<file path="config.mk">
export PLATFORM = sky130hd
export DESIGN_NAME = tinyalu_param
export DESIGN_NICKNAME = d
export VERILOG_FILES = /design/src/rtl/tinyalu_pkg.sv /design/src/rtl/tinyalu_mult_pipe.sv /design/src/rtl/tinyalu_param.sv
export SDC_FILE = /design/constraint.sdc
export NUM_CORES = 1
export LEC_CHECK = 0
export ABC_AREA = 1
export BUFFER_PORTS_ARGS = -buffer_cell sky130_fd_sc_hd__buf_2
export CAP_MARGIN = 20
export CELL_PAD_IN_SITES_DETAIL_PLACEMENT = 0
export CELL_PAD_IN_SITES_GLOBAL_PLACEMENT = 1
export CORE_ASPECT_RATIO = 0.7
export CORE_MARGIN = 1
export CORE_UTILIZATION = 42
export CTS_CLUSTER_SIZE = 24
export DETAILED_ROUTE_END_ITERATION = 8
export PLACE_DENSITY = 0.88
export SLEW_MARGIN = 0
export SYNTH_ARGS = -nofsm -noshare
export SYNTH_HDL_FRONTEND = slang
export SYNTH_HIERARCHICAL = 1
export SYNTH_SLANG_ARGS = --single-unit
</file>
<file path="constraint.sdc">
create_clock -name clk -period 4 [get_ports clk]
set_input_delay 0 -clock clk [delete_from_list [all_inputs] [get_ports clk]]
set_output_delay 0 -clock clk [all_outputs]
set_load 0.02 [all_outputs]
</file>
<file path="src/rtl/tinyalu_pkg.sv">
// Shared types for the parametrised tiny ALU: opcode encoding and controller states.
// Also holds the helper that tells the controller which opcodes use the multiplier pipe.
package tinyalu_pkg;

    typedef enum logic [2:0] {
        NOP  = 3'd0,
        ADD  = 3'd1,
        AND  = 3'd2,
        XOR  = 3'd3,
        MULT = 3'd4,
        SUB  = 3'd5,
        OR   = 3'd6,
        MAC  = 3'd7
    } operation_t;

    typedef enum logic [1:0] {
        IDLE = 2'd0,
        EXEC = 2'd1,
        HOLD = 2'd2
    } alu_state_t;

    function automatic logic uses_mult(input operation_t o);
        return (o == MULT) || (o == MAC);
    endfunction

endpackage

</file>
<file path="src/rtl/tinyalu_mult_pipe.sv">
// Unsigned WIDTH x WIDTH multiplier followed by MULT_LAT-1 register stages.
// MULT and MAC share this pipe.
module tinyalu_mult_pipe #(
    parameter int WIDTH    = 8,
    parameter int MULT_LAT = 3
) (
    input  logic                 clk,
    input  logic                 reset_n,
    input  logic [WIDTH-1:0]     a_i,
    input  logic [WIDTH-1:0]     b_i,
    output logic [2*WIDTH-1:0]   prod_o
);

    localparam int STAGES = MULT_LAT - 1;

    logic [2*WIDTH-1:0] a_ext;
    logic [2*WIDTH-1:0] b_ext;
    logic [2*WIDTH-1:0] stage_q [STAGES];

    assign a_ext = {{WIDTH{1'b0}}, a_i};
    assign b_ext = {{WIDTH{1'b0}}, b_i};

    always_ff @(posedge clk or negedge reset_n) begin
        if (!reset_n) begin
            for (int i = 0; i < STAGES; i++) begin
                stage_q[i] <= '0;
            end
        end else begin
            stage_q[0] <= a_ext * b_ext;
            for (int i = 1; i < STAGES; i++) begin
                stage_q[i] <= stage_q[i-1];
            end
        end
    end

    assign prod_o = stage_q[STAGES-1];

endmodule

</file>
<file path="src/rtl/tinyalu_param.sv">
// Parametrised tiny ALU: start/done handshake, single-cycle logic ops, pipelined MULT/MAC.
// state | meaning: IDLE waits for start; EXEC counts down latency; HOLD waits for start low.
module tinyalu_param
    import tinyalu_pkg::*;
#(
    parameter int WIDTH    = 8,
    parameter int MULT_LAT = 3
) (
    input  logic                 clk,
    input  logic                 reset_n,
    input  logic [WIDTH-1:0]     A,
    input  logic [WIDTH-1:0]     B,
    input  logic [2:0]           op,
    input  logic                 start,
    output logic                 done,
    output logic [2*WIDTH-1:0]   result,
    output logic                 busy
);

    localparam int CW = $clog2(MULT_LAT + 1);
    localparam logic [CW-1:0] MULT_CNT = CW'(MULT_LAT - 1);
    localparam logic [CW-1:0] CNT_ONE  = CW'(1);

    alu_state_t           state_q, state_d;
    logic [CW-1:0]        cnt_q, cnt_d;
    logic [WIDTH-1:0]     a_q, a_d;
    logic [WIDTH-1:0]     b_q, b_d;
    operation_t           op_q, op_d;
    logic [2*WIDTH-1:0]   acc_q, acc_d;
    logic [2*WIDTH-1:0]   result_q, result_d;
    logic                 done_q, done_d;

    operation_t           op_in;
    logic [2*WIDTH-1:0]   prod;
    logic [2*WIDTH-1:0]   mac_sum;
    logic [WIDTH:0]       add_w;
    logic [WIDTH:0]       sub_w;
    logic [2*WIDTH-1:0]   alu_out;

    assign op_in = operation_t'(op);

    tinyalu_mult_pipe #(
        .WIDTH    (WIDTH),
        .MULT_LAT (MULT_LAT)
    ) u_mult_pipe (
        .clk     (clk),
        .reset_n (reset_n),
        .a_i     (a_q),
        .b_i     (b_q),
        .prod_o  (prod)
    );

    // SUB keeps the borrow in bit WIDTH by subtracting in WIDTH+1 bits.
    assign add_w   = {1'b0, a_q} + {1'b0, b_q};
    assign sub_w   = {1'b0, a_q} - {1'b0, b_q};
    assign mac_sum = acc_q + prod;

    always_comb begin
        alu_out = '0;
        case (op_q)
            ADD:     alu_out = {{(WIDTH-1){1'b0}}, add_w};
            SUB:     alu_out = {{(WIDTH-1){1'b0}}, sub_w};
            AND:     alu_out = {{WIDTH{1'b0}}, a_q & b_q};
            XOR:     alu_out = {{WIDTH{1'b0}}, a_q ^ b_q};
            OR:      alu_out = {{WIDTH{1'b0}}, a_q | b_q};
            MULT:    alu_out = prod;
            MAC:     alu_out = mac_sum;
            default: alu_out = '0;
        endcase
    end

    always_comb begin
        state_d  = state_q;
        cnt_d    = cnt_q;
        a_d      = a_q;
        b_d      = b_q;
        op_d     = op_q;
        acc_d    = acc_q;
        result_d = result_q;
        done_d   = 1'b0;
        case (state_q)
            IDLE: begin
                if (start) begin
                    if (op_in == NOP) begin
                        acc_d = '0;
                    end else begin
                        a_d     = A;
                        b_d     = B;
                        op_d    = op_in;
                        cnt_d   = uses_mult(op_in) ? MULT_CNT : '0;
                        state_d = EXEC;
                    end
                end
            end
            EXEC: begin
                if (cnt_q == '0) begin
                    result_d = alu_out;
                    done_d   = 1'b1;
                    state_d  = HOLD;
                    if (op_q == MAC) begin
                        acc_d = mac_sum;
                    end
                end else begin
                    cnt_d = cnt_q - CNT_ONE;
                end
            end
            HOLD: begin
                if (!start) begin
                    state_d = IDLE;
                end
            end
            default: state_d = IDLE;
        endcase
    end

    always_ff @(posedge clk or negedge reset_n) begin
        if (!reset_n) begin
            state_q  <= IDLE;
            cnt_q    <= '0;
            a_q      <= '0;
            b_q      <= '0;
            op_q     <= NOP;
            acc_q    <= '0;
            result_q <= '0;
            done_q   <= 1'b0;
        end else begin
            state_q  <= state_d;
            cnt_q    <= cnt_d;
            a_q      <= a_d;
            b_q      <= b_d;
            op_q     <= op_d;
            acc_q    <= acc_d;
            result_q <= result_d;
            done_q   <= done_d;
        end
    end

    assign done   = done_q;
    assign result = result_q;
    assign busy   = (state_q == EXEC);

endmodule
</file>
======== Yosys cells after proc, flatten, opt, wreduce, memory -nomap -nowiden ========
Cells that the tools add are included.
word-level totals
  output and inout port bits .............. 18
  word-level logic and storage cells ...... 65
  register bits ........................... 88
  input port bits ......................... 22
cells by class
  $add $sub $neg .......................... 4
  reductions and logical operators ........ 10
  $mul .................................... 1
  bitwise operators ....................... 4
  eq/ne operators ......................... 18
  multiplexer cells ....................... 18
operator list
  cell                                                    number
  case mux 16 bit (7 select lines)                        1
  2-to-1 mux 16 bit                                       4
  case mux 16 bit (2 select lines)                        1
  == test 3 bit (second input constant)                   6
  adder 16 bit                                            1
  multiplier 8 x 8 -> 16 bit                              1
  2-to-1 mux 2 bit                                        8
  inequality test 2 bit (second input constant)           5
  adder 8 x 8 -> 9 bit                                    1
  subtractor 8 x 8 -> 9 bit                               1
  bitwise AND 8 bit                                       1
  bitwise OR 8 bit                                        1
  AND reduction 4 bit                                     2
  XOR 8 bit                                               1
  == test 3 x 2 -> 1 bit (second input constant)          2
  case mux 2 bit (3 select lines)                         1
  AND reduction 5 bit                                     1
  logical NOT 2 bit                                       2
  inequality test 2 x 1 -> 1 bit (second input constant)  2
  case mux 2 bit (2 select lines)                         1
  == test 3 x 1 -> 1 bit (second input constant)          1
  logical NOT 3 bit                                       1
  AND reduction 3 bit                                     1
  == test 2 x 1 -> 1 bit (second input constant)          1
  7 further kinds                                         8

======== Depth between registers and ports, before layout ========
  depth in word-level cells ............... 6
  depth in mapped cells ................... 20
  depth with buffers taken out ............ 19

======== Cells and area by module ========
Netlist, hierarchy kept.
by module, submodules not included
  module             area an instance (um^2)  times used  cells an instance
  tinyalu_param      4200.3                   1           599
  tinyalu_mult_pipe  3316.9                   1           423

======== Worst setup path after synthesis ========
Ideal clock, no wire load.
  path type ............................... register to register
  start ................................... register a_q[1]
  end ..................................... register u_mult_pipe/stage_q[26] (netlist bit)
  library setup time ...................... 124 ps
  data required time ...................... 3876 ps
  slack ................................... 136 ps
  data arrival time ....................... 3740 ps
  cell stages (with the launch flop) ...... 18
  path through ............................ dfrtp_1 clkbuf_1 nand2_1 fa_1 fa_1 inv_1 fa_1 inv_1 fa_1 inv_1 ha_1 nand2_1 nand2_1 nand2_1 nand2_1 inv_1 nand2_1 xor2_1
on the way
  longest elaborated chain between the ends .. 1
ends and longest elaborated chain
  element                          line                     RTL
  from (decl)                      tinyalu_param.sv:26      logic [WIDTH-1:0] a_q, a_d;
  from (signal assigned)           tinyalu_param.sv:120     a_q <= '0;
  from (signal assigned)           tinyalu_param.sv:129     a_q <= a_d;
  multiplier 8 x 8 -> 16 bit       tinyalu_mult_pipe.sv:29  stage_q[0] <= a_ext * b_ext;
  to (signal, indexed assignment)  tinyalu_mult_pipe.sv:31  stage_q[i] <= stage_q[i-1];
  to (decl)                        tinyalu_mult_pipe.sv:18  logic [2*WIDTH-1:0] stage_q [STAGES];
No other way between the ends.
A chain may end at the register's enable or synchronous reset.

======== Worst setup path in the final report ========
  start ................................... register b_q[4]
  end ..................................... register u_mult_pipe/stage_q[25] (netlist bit)
on the way
  longest elaborated chain between the ends .. 1
ends and longest elaborated chain
  element                     line                     RTL
  from (decl)                 tinyalu_param.sv:27      logic [WIDTH-1:0] b_q, b_d;
  from (signal assigned)      tinyalu_param.sv:121     b_q <= '0;
  from (signal assigned)      tinyalu_param.sv:130     b_q <= b_d;
  multiplier 8 x 8 -> 16 bit  tinyalu_mult_pipe.sv:29
No other way between the ends.

==> impl_results.rst <==
.. list-table::
   :header-rows: 1

   * - Metric
     - Value
   * - Post-DP HPWL
     - 14200 microns
   * - Distinct cell type count of the synthesized netlist
     - 41
   * - Commonest cells after routing, fill and taps aside
     - nand2_1 (342), inv_1 (192), dfrtp_1 (79)
   * - Family with the most delay on the worst path
     - adder cells
   * - Wirelength, routed
     - 18200 microns
   * - Share of the yosys chip area belonging to registers
     - 29.3%
   * - Initial DRC count
     - 473
   * - Proportion of layout cells with a drive suffix above 1
     - 9.77%
   * - Net count of the mapped netlist
     - 1159
   * - Global-route wire length before repair
     - 31000 microns
   * - Drt pass-1 iters
     - 5
   * - Yosys warning total
     - 6
   * - Stage delay of the slowest cell on the critical path
     - 0.54 ns
   * - Clock latency of the later-clocked register in the worst-skew pair
     - 0.36 ns
   * - Cell breakdown of the critical path
     - buf_4 > nand2_1 > inv_1 > fa_2 > fa_1 > inv_1 > fa_1 > fa_1 > inv_1 > ha_2 > nand3_1 > nand3_2 > nand2_1 > nand2_1 > xor2_1
   * - CTS Buffer Depth
     - 2
   * - Final TNS setup
     - 0 ns
   * - Initial antenna violation count
     - 0
   * - Leading cell type in the layout, fill and taps excluded
     - nand2_1
   * - Die Span Y
     - 114 microns
   * - Level count of the clock H-tree
     - 3
   * - Netlist area before placement
     - 0.00752 sq mm
   * - RSZ-0062 raised after global routing
     - false
   * - Floorplan die width
     - 162 microns
   * - Clock buffer count from CTS
     - 9
   * - Pin count of the biggest net entering global routing
     - 56
   * - Total via count in the routed design
     - 6354
   * - Peak Freq
     - 0.264 GHz
   * - Final net count
     - 1207
   * - Category of the worst setup path capture point
     - flip-flop
   * - Count of flip-flops with a built-in enable after synthesis
     - 0
   * - Core area
     - 0.0173 sq mm
   * - Via density per instance
     - 4.87
   * - Remaining Overflow, GRT
     - 0
   * - Slowest CP cell
     - fa_1
   * - Hold Violations, Final
     - 0
   * - Cells after Synth
     - 1022
   * - Critical Setup Path Class
     - reg -> reg
   * - Worst slack on hold paths
     - 0.255 ns
   * - Proportion of synthesized flip-flops having asynchronous set or reset
     - 100%
   * - Slew HR
     - 50.2%
   * - Path category of the worst min-delay check
     - in -> async
   * - Boundary Pins
     - 40
   * - Row cnt
     - 40
   * - Remaining antenna violation count
     - 0
   * - Number of clock sinks seen by CTS
     - 88
   * - Syn_area_per_cell
     - 7.36 sq um
   * - Critical path data required time
     - 4.26 ns
   * - Full die area
     - 0.0184 sq mm
   * - GP Congestion
     - 0.895
   * - Global-route usage over all layers
     - 21.6%
   * - Register bit count reported by yosys
     - 88
   * - # diodes
     - 0
   * - Largest fanout on the critical path
     - 7
   * - Layout area overhead
     - 12.9%
   * - Least-Margin Pin Slew
     - 0.746 ns
   * - Port Buffer Count
     - 39
   * - Time the final worst path needs with I/O delays and setup
     - 3.79 ns
   * - Most common flop cell mapped by yosys
     - dfrtp_1
   * - DRC errors left
     - 0
   * - Outcome
     - finished clean
   * - Per-cell routed wire length
     - 13.9 microns
   * - Startpoint type of the worst setup path
     - flip-flop
   * - Clock-pin slew on the worst setup and hold paths
     - 0.07 ns
   * - Effective utilization at floorplan
     - 43.4%
   * - Final Max Slew Viols
     - 0
   * - Final clock skew
     - 0.0116 ns
   * - Max-cap viol count
     - 0
   * - Total of endpoints with negative setup slack in the final report
     - 0
   * - Buffers and inverters on the worst path
     - 4
   * - Via count of the first global-routing pass
     - 6235
   * - TritonCTS clock tree
     - done
   * - Clock root buffer master
     - clkbuf_16
   * - Data arrival at the endpoint of the critical path
     - 4.05 ns
   * - Fin crit share
     - 94.8%
==> final cells by class <==
| cell class | count | area, sq um |
|---|---|---|
| Clock buffer | 9 | 225 |
| Clock inverter | 7 | 110 |
| Fill cell | 1781 | 8830 |
| Inverter | 198 | 743 |
| Multi-Input combinational cell | 694 | 4360 |
| Sequential cell | 88 | 2210 |
| Tap cell | 231 | 289 |
| Timing Repair Buffer | 79 | 551 |
==> synth_stat cells (4+ instances only) <==
library cell | count | area (sq um)
a21oi_1 | 38 | 190
nand2_1 | 342 | 1280
inv_2 | 5 | 18.8
buf_2 | 5 | 25.0
a211oi_1 | 5 | 37.5
or2_1 | 4 | 25.0
inv_1 | 192 | 721
nand3_1 | 64 | 320
nand4_1 | 7 | 43.8
dfrtp_1 | 88 | 2200
nor2_1 | 50 | 188
buf_4 | 17 | 128
nand3b_1 | 8 | 60.1
o21ai_0 | 8 | 40.0
ha_1 | 77 | 963
clkbuf_1 | 18 | 67.6
fa_1 | 38 | 761
xor2_1 | 15 | 131
==> sequential cells by signal, summed over array words and instances (netlist names), 3 cells and up <==
signal and cells:
result 16, acc_q 16, b_q 8, u_mult_pipe/stage_q 16
a_q 8, op_q 3, u_mult_pipe/prod_o 16
==> kinds of logic after synthesis <==
family	after synthesis	share of synthesized area [%]
and+or+nand+nor	493	27.3
buffers and inverters	240	13.1
AOI/OAI and AO/OA	69	5.34
adders and majority gates	115	22.9
DFF	88	29.3
xor gates and xnor gates	17	1.98
==> worst reg2reg max path: stages (launching register included) <==
cell and delay (ns):
dfrtp_2 0.44, buf_4 0.18, nand2_1 0.07, inv_1 0.05, fa_2 0.39, fa_1 0.54, inv_1 0.05, fa_1 0.46
fa_1 0.54, inv_1 0.04, ha_2 0.36, nand3_1 0.11, nand3_2 0.14, nand2_1 0.07, nand2_1 0.07, xor2_1 0.20
==> per-stage QoR <==
step	cells	utilization, %	area [sq um]	setup WS [ns]
detailed placement	1266	45.5	7880	0.106
global placement	1266	45.5	7880	0.138
CTS	1303	48.6	8420	0.0802
floorplan	1022	-	7520	0.136
global route	1306	49.0	8490	0.00565
finish	1306	49.0	8490	0.208
==> routing by layer <==
| layer | track usage (%) | routed length [microns] | vias up |
|---|---|---|---|
| met5 | 0 | 0 | - |
| met4 | 4.78 | 175 | 0 |
| met3 | 3.85 | 1170 | 12 |
| met2 | 33.0 | 7560 | 174 |
| met1 | 31.7 | 9290 | 2977 |
| li1 | - | - | 3191 |
==> worst paths after layout <==
kind	startpoint	endpoint	slack (ns)	cells after the start
min in group clk	u_mult_pipe/stage_q[23]$_DFF_PN0_	u_mult_pipe/prod_o[7]$_DFF_PN0_	0.35	0
min	reset_n	state_q[0]$_DFFE_PN0P_	0.26	2
max	b_q[4]$_DFFE_PN0P_	u_mult_pipe/stage_q[25]$_DFF_PN0_	0.21	15
max in group asynchronous	reset_n	u_mult_pipe/prod_o[6]$_DFF_PN0_	2.81	3
min reg2reg	u_mult_pipe/stage_q[23]$_DFF_PN0_	u_mult_pipe/prod_o[7]$_DFF_PN0_	0.35	0
max reg2reg	b_q[4]$_DFFE_PN0P_	u_mult_pipe/stage_q[25]$_DFF_PN0_	0.21	15
==> what timing repair did <==
item                                    4_1_cts  5_1_grt
buffers inserted                              0        3
hold buffers                                 21        0
hold endpoints to repair                     74        0
endpoints found under the setup margin        0        8
gates resized for setup                       0       13
Power is left out: the tool's default activity adds up to more than one toggle a clock period on the data nets, which glitch-free logic cannot reach.
